## config.mk

```make
export PLATFORM = sky130hd
export DESIGN_NAME = vend_controller_flat
export DESIGN_NICKNAME = d
export VERILOG_FILES = /design/src/rtl/vend_controller_if.sv /design/src/rtl/vend_controller.sv /design/src/flat_wrapper.sv
export SDC_FILE = /design/constraint.sdc
export NUM_CORES = 1
export LEC_CHECK = 0
export CORE_MARGIN = 2
export CORE_UTILIZATION = 25
export DETAILED_ROUTE_END_ITERATION = 8
export PLACE_DENSITY = 0.46
export SLEW_MARGIN = 25
export SYNTH_ARGS = -nofsm -noshare
export SYNTH_HDL_FRONTEND = slang
export SYNTH_SLANG_ARGS = --single-unit
```

## constraint.sdc

```tcl
create_clock -name i_clk -period 3.3 [get_ports i_clk]
set_input_delay 0.825 -clock i_clk [delete_from_list [all_inputs] [get_ports i_clk]]
set_output_delay 0.825 -clock i_clk [all_outputs]
set_load 0.02 [all_outputs]
```

## src/rtl/vend_controller_if.sv

```systemverilog
// Board-side bundle for the vending controller: coin/button inputs, dispenser
// and hopper handshakes, and the credit/status outputs.
interface vend_if;
    logic [3:0] coin_in;
    logic [2:0] sel;
    logic       buy;
    logic       refund;
    logic       disp_done;
    logic       coin_ack;
    logic       disp_req;
    logic [2:0] disp_sel;
    logic       coin_req;
    logic [4:0] coin_val;
    logic [7:0] credit;
    logic       busy;
    logic       coin_rej;
    logic       err;

    modport slave (
        input  coin_in, sel, buy, refund, disp_done, coin_ack,
        output disp_req, disp_sel, coin_req, coin_val, credit, busy, coin_rej, err
    );
    modport master (
        output coin_in, sel, buy, refund, disp_done, coin_ack,
        input  disp_req, disp_sel, coin_req, coin_val, credit, busy, coin_rej, err
    );
endinterface

```

## src/rtl/vend_controller.sv

```systemverilog
// Vending transaction sequencer: credit accumulation, purchase validation,
// dispenser handshake with timeout, and coin-by-coin change payout.
module vend_controller #(
    parameter logic [3:0] PRICE0       = 4'd7,
    parameter logic [3:0] PRICE1       = 4'd5,
    parameter logic [3:0] PRICE2       = 4'd6,
    parameter logic [3:0] PRICE3       = 4'd10,
    parameter logic [3:0] PRICE4       = 4'd8,
    parameter int         CREDIT_MAX   = 79,
    parameter int         DISP_TIMEOUT = 255
) (
    input  logic  i_clk,
    input  logic  i_rst,
    vend_if.slave io_vend
);
    localparam int TW = $clog2(DISP_TIMEOUT + 1);

    typedef enum logic [1:0] {IDLE, DISPENSE, CHANGE, PAY} state_t;

    state_t        r_state, w_state;
    logic [7:0]    r_credit, w_credit;
    logic [2:0]    r_disp_sel, w_disp_sel;
    logic [4:0]    r_coin_val, w_coin_val;
    logic [TW-1:0] r_tmo, w_tmo;
    logic          r_disp_req, r_coin_req, r_busy, r_coin_rej, r_err;
    logic          w_rej, w_err, w_has_coin;
    logic [4:0]    w_coin;
    logic [8:0]    w_sum;
    logic [7:0]    w_price, w_dprice;

    function automatic logic [3:0] f_price(input logic [2:0] s);
        case (s)
            3'd0:    f_price = PRICE0;
            3'd1:    f_price = PRICE1;
            3'd2:    f_price = PRICE2;
            3'd3:    f_price = PRICE3;
            3'd4:    f_price = PRICE4;
            default: f_price = 4'd0;
        endcase
    endfunction

    function automatic logic [4:0] f_change(input logic [7:0] c);
        if (c >= 8'd20)      f_change = 5'd20;
        else if (c >= 8'd10) f_change = 5'd10;
        else if (c >= 8'd5)  f_change = 5'd5;
        else                 f_change = 5'd1;
    endfunction

    // Only the highest coin bit counts when several switches fire together.
    always_comb begin
        w_coin = 5'd0;
        if (io_vend.coin_in[3])      w_coin = 5'd20;
        else if (io_vend.coin_in[2]) w_coin = 5'd10;
        else if (io_vend.coin_in[1]) w_coin = 5'd5;
        else if (io_vend.coin_in[0]) w_coin = 5'd1;
    end

    assign w_has_coin = |io_vend.coin_in;
    assign w_sum      = {1'b0, r_credit} + {4'd0, w_coin};
    assign w_price    = {4'd0, f_price(io_vend.sel)};
    assign w_dprice   = {4'd0, f_price(r_disp_sel)};

    always_comb begin
        w_state    = r_state;
        w_credit   = r_credit;
        w_disp_sel = r_disp_sel;
        w_coin_val = r_coin_val;
        w_tmo      = r_tmo;
        w_rej      = 1'b0;
        w_err      = 1'b0;
        case (r_state)
            IDLE: begin
                w_tmo = '0;
                if (io_vend.refund) begin
                    w_rej = w_has_coin;
                    if (r_credit != 8'd0) begin
                        w_coin_val = f_change(r_credit);
                        w_state    = PAY;
                    end
                end else if (io_vend.buy) begin
                    w_rej = w_has_coin;
                    if (io_vend.sel > 3'd4 || r_credit < w_price) begin
                        w_err = 1'b1;
                    end else begin
                        w_credit   = r_credit - w_price;
                        w_disp_sel = io_vend.sel;
                        w_state    = DISPENSE;
                    end
                end else if (w_has_coin) begin
                    if (w_sum <= 9'(CREDIT_MAX)) w_credit = w_sum[7:0];
                    else                         w_rej    = 1'b1;
                end
            end
            DISPENSE: begin
                w_rej = w_has_coin;
                if (io_vend.disp_done) begin
                    w_state = IDLE;
                end else if (r_tmo == TW'(DISP_TIMEOUT)) begin
                    // Dispenser never answered: give the customer the price back.
                    w_credit = r_credit + w_dprice;
                    w_err    = 1'b1;
                    w_state  = IDLE;
                end else begin
                    w_tmo = r_tmo + 1'b1;
                end
            end
            CHANGE: begin
                w_rej = w_has_coin;
                if (r_credit == 8'd0) begin
                    w_state = IDLE;
                end else begin
                    w_coin_val = f_change(r_credit);
                    w_state    = PAY;
                end
            end
            PAY: begin
                w_rej = w_has_coin;
                if (r_coin_req && io_vend.coin_ack) begin
                    w_credit = r_credit - {3'd0, r_coin_val};
                    w_state  = CHANGE;
                end
            end
            default: w_state = IDLE;
        endcase
    end

    always_ff @(posedge i_clk) begin
        if (i_rst) begin
            r_state    <= IDLE;
            r_credit   <= 8'd0;
            r_disp_sel <= 3'd0;
            r_coin_val <= 5'd0;
            r_tmo      <= '0;
            r_disp_req <= 1'b0;
            r_coin_req <= 1'b0;
            r_busy     <= 1'b0;
            r_coin_rej <= 1'b0;
            r_err      <= 1'b0;
        end else begin
            r_state    <= w_state;
            r_credit   <= w_credit;
            r_disp_sel <= w_disp_sel;
            r_coin_val <= w_coin_val;
            r_tmo      <= w_tmo;
            r_disp_req <= (w_state == DISPENSE);
            r_coin_req <= (w_state == PAY);
            r_busy     <= (w_state != IDLE);
            r_coin_rej <= w_rej;
            r_err      <= w_err;
        end
    end

    assign io_vend.disp_req = r_disp_req;
    assign io_vend.disp_sel = r_disp_sel;
    assign io_vend.coin_req = r_coin_req;
    assign io_vend.coin_val = r_coin_val;
    assign io_vend.credit   = r_credit;
    assign io_vend.busy     = r_busy;
    assign io_vend.coin_rej = r_coin_rej;
    assign io_vend.err      = r_err;
endmodule

```

## src/flat_wrapper.sv

```systemverilog
// flat-port wrapper written by rule: the top's interface ports become plain ports
module vend_controller_flat 
#(
    parameter logic [3:0] PRICE0       = 4'd7,
    parameter logic [3:0] PRICE1       = 4'd5,
    parameter logic [3:0] PRICE2       = 4'd6,
    parameter logic [3:0] PRICE3       = 4'd10,
    parameter logic [3:0] PRICE4       = 4'd8,
    parameter int         CREDIT_MAX   = 79,
    parameter int         DISP_TIMEOUT = 255
)
  (i_clk, i_rst, io_vend_coin_in, io_vend_sel, io_vend_buy, io_vend_refund, io_vend_disp_done, io_vend_coin_ack, io_vend_disp_req, io_vend_disp_sel, io_vend_coin_req, io_vend_coin_val, io_vend_credit, io_vend_busy, io_vend_coin_rej, io_vend_err);
  vend_if io_vend_i ();
  input  logic i_clk;
  input  logic i_rst;
  input wire logic [$bits(io_vend_i.coin_in)-1:0] io_vend_coin_in;
  input wire logic [$bits(io_vend_i.sel)-1:0] io_vend_sel;
  input wire logic [$bits(io_vend_i.buy)-1:0] io_vend_buy;
  input wire logic [$bits(io_vend_i.refund)-1:0] io_vend_refund;
  input wire logic [$bits(io_vend_i.disp_done)-1:0] io_vend_disp_done;
  input wire logic [$bits(io_vend_i.coin_ack)-1:0] io_vend_coin_ack;
  output wire logic [$bits(io_vend_i.disp_req)-1:0] io_vend_disp_req;
  output wire logic [$bits(io_vend_i.disp_sel)-1:0] io_vend_disp_sel;
  output wire logic [$bits(io_vend_i.coin_req)-1:0] io_vend_coin_req;
  output wire logic [$bits(io_vend_i.coin_val)-1:0] io_vend_coin_val;
  output wire logic [$bits(io_vend_i.credit)-1:0] io_vend_credit;
  output wire logic [$bits(io_vend_i.busy)-1:0] io_vend_busy;
  output wire logic [$bits(io_vend_i.coin_rej)-1:0] io_vend_coin_rej;
  output wire logic [$bits(io_vend_i.err)-1:0] io_vend_err;
  assign io_vend_i.coin_in = io_vend_coin_in;
  assign io_vend_i.sel = io_vend_sel;
  assign io_vend_i.buy = io_vend_buy;
  assign io_vend_i.refund = io_vend_refund;
  assign io_vend_i.disp_done = io_vend_disp_done;
  assign io_vend_i.coin_ack = io_vend_coin_ack;
  assign io_vend_disp_req = io_vend_i.disp_req;
  assign io_vend_disp_sel = io_vend_i.disp_sel;
  assign io_vend_coin_req = io_vend_i.coin_req;
  assign io_vend_coin_val = io_vend_i.coin_val;
  assign io_vend_credit = io_vend_i.credit;
  assign io_vend_busy = io_vend_i.busy;
  assign io_vend_coin_rej = io_vend_i.coin_rej;
  assign io_vend_err = io_vend_i.err;
  vend_controller #(.PRICE0(PRICE0), .PRICE1(PRICE1), .PRICE2(PRICE2), .PRICE3(PRICE3), .PRICE4(PRICE4), .CREDIT_MAX(CREDIT_MAX), .DISP_TIMEOUT(DISP_TIMEOUT)) u_core (.i_clk(i_clk), .i_rst(i_rst), .io_vend(io_vend_i));
endmodule
```

==> run summary, run 1 <==
Reg2Reg Launch Point: u_core.io_vend.disp_sel[2]
GRT Total Usage: 14.3%
Syn Area/Cell: 7.76 sq um
xor-xnor portion of the synthesized cell area: 4.63%
Total Wirelength: 7.31 mm
dpl hpwl: 5.62 mm
Yosys warning total: 0
Max FO, Critical Path: 3
clock skew: 0.00567 ns
critical path capture point type: register
CTS sink count: 30
die area: 0.0107 sq mm
synth cell count leaders: 42 x nor2_1, 30 x dfxtp_1, 20 x a21oi_1
critical hold path startpoint: u_core.r_tmo[0]
average routed wire per standard cell: 14.1 microns
Static Leak: 1.44 nW
Max Fclk: 314 MHz
cell mode on critical path: a311oi_2
CTS tree: done
EDFF count, synth: 0
Port Buffers: 33
Slew Viols, Final: 0
Post-Syn Nets: 352
simple-gate share of the synthesized area: 26.4%
pwr dens: 756 mW/mm^2
multiplexer area fraction after synthesis: 5.39%
Hold-fix buffers, CTS: 0
DRT Pass-1 Iters: 4
Worst-path clk slew: 0.07 ns
Yosys top cell by area: dfxtp_1
# DRC: 0
antenna violations before repair: 0
initial core utilization: 25.4%
routed via count: 2456
Final ANT Viol Nets: 0
share of the synthesized area in the top cell type: 24.4%
Routability Congestion: 0.754
Clock Path Buffers: 2
slowest CP cell: clkdlybuf4s50_1
synthesis-to-finish area growth: 39.1%
post-route insts no fill: 517
Core Rows: 36
vias in the first global route: 2462
Rel. slew slack: 48.4%
share of layout cells above drive strength 1: 21.9%
Final Cycle Share: 96.5%
largest cells by area after synthesis: dfxtp_1 24%, ha_1 9.7%, nor2_1 6.4%, mux2i_1 4.5%, a21oi_1 4.1%
Synth Area in Adders: 12.1%
detail-routed via count per cell: 4.75
dpl ws: -0.491 ns
ys async rst share: 0%
post-synthesis sequential area ratio: 24.4%
dominant synthesized flop cell: dfxtp_1
largest family of logic cells by synthesized area: simple AND/OR/NAND/NOR gates
Synth Instances: 317
clock latency at the later pin of the worst-skew pair: 0.28 ns
Worst Max-Slew Pin Slew: 0.767 ns
Synth cell types: 51
crit path buf inv count: 1
total gr overflow: 0
CP Launch Type: input pin
Nets: 419
n_diodes: 0
largest net degree at the start of global routing: 23
kind of critical path: input pin to register
boundary pin count: 34
Die Y: 103 microns
total core area: 0.00968 sq mm
Final Hold Viols: 0
final setup fails: 0
Layout Cell Area excl Fill: 0.00342 sq mm
maximum VDD drop: 0.213 mV
Critical Path RT: 3.47 ns
placed insts: 509
status: completed
Max-cap violations: 0
first-pass GRT wire length: 12.0 mm
CTS H-tree lvls: 2
Mapped Area: 0.00246 sq mm
Die X-Extent: 103 microns
Starting DRT DRC Count: 73
Final Power: 2.59 mW
CTS Buf Count: 5
final setup TNS: 0 ns
post-route setup slack: 0.116 ns
root buffer cell: clkbuf_8
Crit. Startpoint: io_vend_sel[2]
number of synthesized register bits: 30
most common cell in the netlist: nor2_1
Worst Path Arrival: 3.36 ns
Final min period: 3.18 ns
Placed Area: 0.00321 sq mm
Synth Area in Compound Gates: 22.0%
crit-path cells: clkdlybuf4s50_1, nor2_1, ha_1, fa_2, nor2b_2, o21ai_1, o2bb2ai_2, a311oi_2, o21ai_2, a311oi_2, mux2_4
crit-path leading delay family: compound AO/OA/AOI/OAI gates
Slowest Stage Delay on Critical Path: 0.51 ns
HP Class: register to register
-- timing repair --
action	4_1_cts	5_1_grt
resized for setup	11	22
pin swaps	8	11
buffers inserted	1	0
endpoints found under the setup margin	5	8
-- metrics by stage --
| stage | util, % | hold WS (ns) |
|---|---|---|
| after floorplan | - | 0.467 |
| after global placement | 33.1 | 0.488 |
| after detailed placement | 33.1 | 0.500 |
| after CTS | 34.6 | 0.506 |
| after global routing | 35.4 | 0.540 |
| final | 35.4 | 0.509 |
-- path summary, 6_finish.rpt --
kind / to / slack, ns / cells after the start
setup / recovery: u_core.io_vend.credit[7] / 0.12 / 11
hold / removal: u_core.r_tmo[0] / 0.51 / 1
setup reg to reg: u_core.io_vend.credit[7] / 0.20 / 11
hold reg to reg: u_core.r_tmo[0] / 0.51 / 1
-- flip-flops by register name, indices dropped and copies added (netlist names), 2 cells and up --
register,count
u_core.io_vend.coin_val,4
u_core.io_vend.credit,8
u_core.io_vend.disp_sel,3
u_core.r_state,2
u_core.r_tmo,8
-- layout by cell type (no fill, tap or decap), types with 3 or more instances in the layout --
master           netlist  routed
buf_4                  1      42
nor2_1                42      40
dfxtp_1               30      30
clkdlybuf4s50_1        0      28
a21oi_1               20      19
nand2_1               18      18
inv_1                 16      16
o21ai_0               18      16
ha_1                  19      16
nor3_1                16      13
mux2i_1               11      11
xnor2_1                9       9
a21o_1                 7       7
o21a_1                 7       7
nor2b_1                8       7
or3_1                  6       6
nand3_1                5       5
nand2b_1               5       5
a311oi_1               8       5
clkbuf_8               0       5
dlymetal6s2s_1         0       5
or2_2                  4       4
a211oi_1               6       4
nor2_2                 1       3
and3_1                 3       3
nor3_2                 0       3
a311oi_2               0       3
and2_1                 3       3
xor2_1                 4       3
-- where the power goes --
part	switching [mW]	total [mW]	internal [mW]
Combinational	0.871	1.72	0.844
Sequential	0.143	0.591	0.448
Clock	0.141	0.283	0.141
-- cell type report --
type | instances | area, sq um
timing repair buffer | 76 | 669
clock buffer | 5 | 68.8
clock inverter | 2 | 10.0
fill | 1025 | 6260
multi-input combinational | 255 | 1850
sequential | 30 | 601
tap | 133 | 166
inverter | 16 | 60.1
-- per-layer routing --
layer | vias to the layer above | global-route usage (%) | wire (microns)
met1 | 1144 | 19.6 | 3580
met4 | 0 | 3.04 | 18
li1 | 1269 | - | -
met2 | 41 | 24.3 | 3520
met5 | - | 0 | 0
met3 | 2 | 1.48 | 192
-- cells by family after synthesis --
family,after synthesis
and+or+nand+nor,125
AOI/OAI and AO/OA,82
buffers and inverters,32
DFF,30
adders and majority gates,22
xor gates and xnor gates,13
muxes,13
-- worst register-to-register path, stage by stage, from the launching register on --
cell and delay, ns:
dfxtp_1 0.35, or2_2 0.32, ha_1 0.27, a21oi_1 0.17, ha_1 0.25, nor2b_1 0.13
o21a_1 0.18, o21ai_2 0.14, a21oi_1 0.10, or3_1 0.41, a311oi_2 0.35, mux2_4 0.33
Power figures use the tool's default switching activity.
==> run 2, diff against run 1 <==
--- a/config.mk
+++ b/config.mk
@@ -5,11 +5,12 @@
 export SDC_FILE = /design/constraint.sdc
 export NUM_CORES = 1
 export LEC_CHECK = 0
+export CAP_MARGIN = 40
 export CORE_MARGIN = 2
 export CORE_UTILIZATION = 25
 export DETAILED_ROUTE_END_ITERATION = 8
 export PLACE_DENSITY = 0.46
-export SLEW_MARGIN = 25
+export SLEW_MARGIN = 10
 export SYNTH_ARGS = -nofsm -noshare
 export SYNTH_HDL_FRONTEND = slang
 export SYNTH_SLANG_ARGS = --single-unit
==> results of run 2 <==
No change in the layout: final DEF, timing and power equal those of run 1.
==> run 3, diff against run 2 <==
--- a/config.mk
+++ b/config.mk
@@ -10,7 +10,7 @@
 export CORE_UTILIZATION = 25
 export DETAILED_ROUTE_END_ITERATION = 8
 export PLACE_DENSITY = 0.46
-export SLEW_MARGIN = 10
+export SLEW_MARGIN = 20
 export SYNTH_ARGS = -nofsm -noshare
 export SYNTH_HDL_FRONTEND = slang
 export SYNTH_SLANG_ARGS = --single-unit
==> results of run 3 <==
No change in the layout: final DEF, timing and power equal those of run 1.
